==> src/rtl/mem_stage_lsu.sv <==
// mem_stage_lsu
//   Load/store unit for the MEM stage. It takes a load or store from the EX/MEM
//   register, issues a valid/ready request on the data bus, and holds the
//   pipeline with o_StallM until the access finishes. Load data is aligned and
//   extended for the MEM/WB register.
//
// Ports
//   i_Clk, i_Reset      clock; synchronous active-low reset
//   i_ALUResultM        effective byte address
//   i_WriteDataM        store data (rs2)
//   i_MemReadM/WriteM   load / store present in MEM
//   i_Funct3M           access size and sign: b, h, w, bu, hu
//   o_BusValid..BusBe   request channel, held stable until accepted
//   i_BusReady          request accepted when valid && ready
//   i_BusRValid/RData   read response, counted from the cycle after accept
//   o_ReadDataM         extended load result, held until the next capture
//   o_StallM            freezes PC/IF/ID/EX/MEM while the access is in flight
//   o_MisalignedM       one-cycle pulse, misaligned access, no bus activity
//   o_AccessFaultM      one-cycle pulse, illegal op or bus timeout
`timescale 1ns/1ps
module mem_stage_lsu #(
    parameter int unsigned TIMEOUT_CYCLES = 64
) (
    input  logic        i_Clk,
    input  logic        i_Reset,
    input  logic [31:0] i_ALUResultM,
    input  logic [31:0] i_WriteDataM,
    input  logic        i_MemReadM,
    input  logic        i_MemWriteM,
    input  logic [2:0]  i_Funct3M,
    output logic        o_BusValid,
    input  logic        i_BusReady,
    output logic        o_BusWe,
    output logic [31:0] o_BusAddr,
    output logic [31:0] o_BusWData,
    output logic [3:0]  o_BusBe,
    input  logic        i_BusRValid,
    input  logic [31:0] i_BusRData,
    output logic [31:0] o_ReadDataM,
    output logic        o_StallM,
    output logic        o_MisalignedM,
    output logic        o_AccessFaultM
);

    typedef enum logic [1:0] {
        IDLE = 2'd0,
        REQ  = 2'd1,
        RESP = 2'd2,
        DONE = 2'd3
    } state_t;

    // Last counter value before the access is abandoned.
    localparam logic [7:0] TMO_LAST = 8'(TIMEOUT_CYCLES - 1);

    function automatic logic [3:0] store_be(input logic [1:0] sz, input logic [1:0] off);
        logic [3:0] be;
        case (sz)
            2'b00:   be = 4'b0001 << off;
            2'b01:   be = 4'b0011 << off;
            default: be = 4'b1111;
        endcase
        return be;
    endfunction

    // Replicating the data into every lane lets the slave pick lanes by be alone.
    function automatic logic [31:0] store_wdata(input logic [1:0] sz, input logic [31:0] wd);
        logic [31:0] w;
        case (sz)
            2'b00:   w = {4{wd[7:0]}};
            2'b01:   w = {2{wd[15:0]}};
            default: w = wd;
        endcase
        return w;
    endfunction

    function automatic logic [31:0] load_ext(input logic [2:0] f3, input logic [1:0] off,
                                             input logic [31:0] w);
        logic [7:0]  b;
        logic [15:0] h;
        logic [31:0] r;
        case (off)
            2'd0:    b = w[7:0];
            2'd1:    b = w[15:8];
            2'd2:    b = w[23:16];
            default: b = w[31:24];
        endcase
        h = off[1] ? w[31:16] : w[15:0];
        case (f3)
            3'b000:  r = {{24{b[7]}}, b};
            3'b001:  r = {{16{h[15]}}, h};
            3'b100:  r = {24'd0, b};
            3'b101:  r = {16'd0, h};
            default: r = w;
        endcase
        return r;
    endfunction

    state_t      state_q;
    logic [7:0]  cnt_q;
    logic [31:0] addr_q;
    logic        we_q;
    logic [3:0]  be_q;
    logic [31:0] wdata_q;
    logic [2:0]  f3_q;
    logic [1:0]  off_q;
    logic [31:0] rdata_q;
    logic        tmo_q;

    logic op;
    logic legal;
    logic aligned;
    logic idle_op;
    logic issue;

    assign op = i_MemReadM | i_MemWriteM;

    always_comb begin
        legal = 1'b0;
        if (!(i_MemReadM && i_MemWriteM)) begin
            case (i_Funct3M)
                3'b000, 3'b001, 3'b010: legal = 1'b1;
                3'b100, 3'b101:         legal = i_MemReadM;
                default:                legal = 1'b0;
            endcase
        end
    end

    always_comb begin
        aligned = 1'b1;
        case (i_Funct3M[1:0])
            2'b00:   aligned = 1'b1;
            2'b01:   aligned = ~i_ALUResultM[0];
            default: aligned = (i_ALUResultM[1:0] == 2'b00);
        endcase
    end

    // Gated by reset so every output reads 0 while reset is held.
    assign idle_op = i_Reset && (state_q == IDLE) && op;
    assign issue   = idle_op && legal && aligned;

    always_ff @(posedge i_Clk) begin
        if (!i_Reset) begin
            state_q <= IDLE;
            cnt_q   <= 8'd0;
            addr_q  <= 32'd0;
            we_q    <= 1'b0;
            be_q    <= 4'd0;
            wdata_q <= 32'd0;
            f3_q    <= 3'd0;
            off_q   <= 2'd0;
            rdata_q <= 32'd0;
            tmo_q   <= 1'b0;
        end else begin
            tmo_q <= 1'b0;
            case (state_q)
                IDLE: begin
                    if (issue) begin
                        state_q <= REQ;
                        cnt_q   <= 8'd0;
                        addr_q  <= {i_ALUResultM[31:2], 2'b00};
                        we_q    <= i_MemWriteM;
                        be_q    <= i_MemWriteM ? store_be(i_Funct3M[1:0], i_ALUResultM[1:0])
                                               : 4'b1111;
                        wdata_q <= i_MemWriteM ? store_wdata(i_Funct3M[1:0], i_WriteDataM)
                                               : 32'd0;
                        f3_q    <= i_Funct3M;
                        off_q   <= i_ALUResultM[1:0];
                    end
                end
                REQ: begin
                    cnt_q <= cnt_q + 8'd1;
                    if (i_BusReady) begin
                        state_q <= we_q ? DONE : RESP;
                    end else if (cnt_q == TMO_LAST) begin
                        state_q <= DONE;
                        tmo_q   <= 1'b1;
                        rdata_q <= 32'd0;
                    end
                end
                RESP: begin
                    cnt_q <= cnt_q + 8'd1;
                    if (i_BusRValid) begin
                        state_q <= DONE;
                        rdata_q <= load_ext(f3_q, off_q, i_BusRData);
                    end else if (cnt_q == TMO_LAST) begin
                        state_q <= DONE;
                        tmo_q   <= 1'b1;
                        rdata_q <= 32'd0;
                    end
                end
                DONE: begin
                    // Op is ignored here: the pipeline advances this cycle.
                    state_q <= IDLE;
                end
                default: state_q <= IDLE;
            endcase
        end
    end

    assign o_BusValid     = (state_q == REQ);
    assign o_BusWe        = we_q;
    assign o_BusAddr      = addr_q;
    assign o_BusWData     = wdata_q;
    assign o_BusBe        = be_q;
    assign o_ReadDataM    = rdata_q;
    assign o_StallM       = issue || (state_q == REQ) || (state_q == RESP);
    assign o_MisalignedM  = idle_op && legal && !aligned;
    assign o_AccessFaultM = (idle_op && !legal) || tmo_q;

endmodule

==> config.mk <==
export PLATFORM = sky130hd
export DESIGN_NAME = mem_stage_lsu
export DESIGN_NICKNAME = d
export VERILOG_FILES = /design/src/rtl/mem_stage_lsu.sv
export SDC_FILE = /design/constraint.sdc
export NUM_CORES = 1
export LEC_CHECK = 0
export CORE_MARGIN = 3
export CORE_UTILIZATION = 44
export CTS_CLUSTER_DIAMETER = 200
export CTS_CLUSTER_SIZE = 30
export DETAILED_ROUTE_END_ITERATION = 7
export GPL_TIMING_DRIVEN = 0
export PLACE_DENSITY = 0.84
export SETUP_SLACK_MARGIN = 0.05
export SYNTH_ARGS = -nofsm -noshare
export SYNTH_HDL_FRONTEND = slang
export SYNTH_SLANG_ARGS = --single-unit
==> constraint.sdc <==
create_clock -name i_Clk -period 2.4 [get_ports i_Clk]
set_input_delay 0.24 -clock i_Clk [delete_from_list [all_inputs] [get_ports i_Clk]]
set_output_delay 0.24 -clock i_Clk [all_outputs]
set_load 0.03 [all_outputs]
==> results.cfg <==
[run_status]
outcome = completed

[cells_and_area]
drive_above_1_share_pct = 10.22
nets = 920
final_cell_area_um2 = 8374
antenna_cells = 0
syn2layout_area_growth_pct = 53.12
fill_cells = 911

[synth]
synthAdderAreaFrac_pct = 1.144
synth_edf_count = 0
yosys.area_share.simple_pct = 11.10
synth_cells = 586
ys.flop_type = dfxtp_1
yosys.area.top_type = dfxtp_1
yosysSeqAreaShare_pct = 42.10
yosysMostFrequentCell = dfxtp_1
synthTopCellsByCount = dfxtp_1, o21ai_0, a21oi_1, nand3_1, clkbuf_1
netlist-cell-type-count = 58
ys_warn_count = 0
synth_area_um2 = 5469
ys_seq_elements = 115
netlist.area_leader.share_pct = 42.10
yosys.area_share.xor_xnor_pct = 0
synth_top_family_by_area = compound AO/OA/AOI/OAI gates
synthMuxAreaShare_pct = 9.517
async_flop_share_pct = 0
synth_compound_area_share_pct = 29.51
avgSynthCellArea_um2 = 9.333
ys_top_cells_by_area = dfxtp_1, mux2i_1, o21ai_0

[cts]
htreeDepth = 4
clkSlewWorstSetupHoldPaths_ns = 0.05
numCtsBuffers = 17
cts_setup_buffers = 0
cts-root-buf = clkbuf_16
cts_buffer_depth = 2
cts_num_sinks = 115
clkLatencyLatePin_ns = 0.42
cts_tree = done

[setup_path]
crit_type = flip-flop to flip-flop
rr_worst_depth = 9
cp.arrival_ns = 2.64
required_ns = 2.71
endpoint_kind = flip-flop
critPathLaunchType = flip-flop
critPathMaxFanout = 10

[worst_hold_path]
holdPathStages = 3
hold_path_class = primary input to flip-flop

[grt]
first_global_vias = 5836
grt_start_max_net_pins = 17
antenna_found_initial = 0
met1_usage_pct = 31.81
use_met3_pct = 7.016
top_usage_layer = met2
use_met2_pct = 46.13
grt_usage_pct = 26.93
grt_overflow = 0
grt_pass1_wl_mm = 30.35

[placement]
dp_hpwl_mm = 13.82
postPlaceCellArea_um2 = 7725
port_buffers = 204
gp_congestion = 0.9392
place_ws_ns = -0.3229

[power]
ir_drop_v = 0.0005459
p_leak_uw = 0.003122
power_uw = 5425
power_density_nw_per_um2 = 647.8

[route]
drc = 0
firstDrtPassIters = 5
drtAntennaViolNets = 0
drt-initial-drc-count = 580
routed_wl_mm = 19.11
vias = 5836
routedWlPerCell_um = 19.30
viasPerCell = 5.895

[timing]
finalCritPeriodShare_pct = 97.29
fin_crit_ns = 2.335
worst_pin_slew_ns = 0.9069
fin_skew_ns = 0.01254
worst_slack_ns = 0.06513
setup_viol = 0
drv_slew = 0
timing.slew.headroom_pct = 39.32
hold_viol = 0
hold_ws_ns = 0.3609
clock.fmax_ghz = 0.4283
rsz0062_at_grt = true

[floorplanning]
die-height_um = 117.5
die_w_um = 117.5
core_um2 = 12060
die-area_um2 = 13800
rows = 40
ios = 210
start_util_pct = 45.34

[job]
cap_violations = 0
-- power breakdown --
group | switching [µW] | internal (µW)
Combinational | 430 | 345
Sequential | 25.0 | 1950
Clock | 870 | 1810
-- worst max-delay path, stage by stage (launching register included) --
cell and delay, ns:
dfxtp_1 0.33, inv_1 0.15, ha_1 0.31, nor2_2 0.11, or4_4 0.54, buf_6 0.16, and3_4 0.19, buf_6 0.12
buf_6 0.14, a21o_1 0.17
-- per-stage QoR --
stage | utilization, % | TNS [ns] | std cells
after CTS | 69.36 | 0 | 990
after detailed placement | 64.05 | -1.913 | 959
after floorplan | - | 0 | 587
final | 69.43 | 0 | 990
after global routing | 69.43 | 0 | 990
after global placement | 64.05 | -0.9025 | 959
-- cells by family after synthesis --
logic type                 Yosys count
other                                1
buffers and inverters               78
and+or+nand+nor                    113
adders and majority gates            5
DFF                                115
muxes                               49
AOI/OAI and AO/OA                  225
-- path summary, 6_finish.rpt --
| kind | startpoint | to | slack, ns |
|---|---|---|---|
| min | i_ALUResultM[1] | off_q[1] | 0.36 |
| min reg2reg | o_ReadDataM[12] | o_ReadDataM[12] | 0.45 |
| max | state_q[0] | o_ReadDataM[14] | 0.07 |
| max reg2reg | state_q[0] | o_ReadDataM[14] | 0.07 |
-- registers in the layout (all words and copies together) (netlist names) --
name / count
o_BusAddr: 30
o_BusWe: 1
o_BusWData: 32
f3_q: 3
cnt_q: 8
off_q: 2
o_ReadDataM: 32
tmo_q: 1
state_q: 2
o_BusBe: 4
-- layout by cell type, fill, tap and decap left out, types with 5 or more instances in the layout --
cell             count
nor2b_1              5
a21oi_1             45
o2bb2ai_1           21
o21a_1              18
a21o_1              10
o21ai_0             51
nor2_1              10
a22o_1              17
nand2_1             25
mux2i_1             34
clkbuf_2             7
clkbuf_1            38
inv_1               17
a221oi_1             9
mux2_2              14
clkdlybuf4s50_1    201
buf_6                5
buf_2                6
dfxtp_1            114
nand3_1             43
o211ai_1             5
o211a_1              5
a32o_1              23
buf_4                5
clkbuf_16           17
-- timing repair --
action / 4_1_cts / 5_1_grt
setup endpoints to repair: 23 / 55
gates cloned: 0 / 0
hold buffers: 0 / 0
resized for setup: 11 / 14
-- per-layer routing --
layer	share of wire [%]	up-vias
met5	0	-
met4	3.2	0
met3	7.7	56
met2	50	340
met1	39	2789
li1	-	2651
-- final cells by class --
cell class | count | area, µm² | area share [%]
Multi-Input combinational cell | 394 | 2826 | 33.75
Sequential cell | 115 | 2306 | 27.54
Timing Repair Buffer | 204 | 2037 | 24.32
Clock buffer | 22 | 474.2 | 5.663
Buffer | 60 | 300.3 | 3.586
Tap cell | 168 | 210.2 | 2.510
Clock inverter | 9 | 152.6 | 1.823
Inverter | 18 | 67.56 | 0.8068
Note: power is estimated with default switching activity, not from simulation.
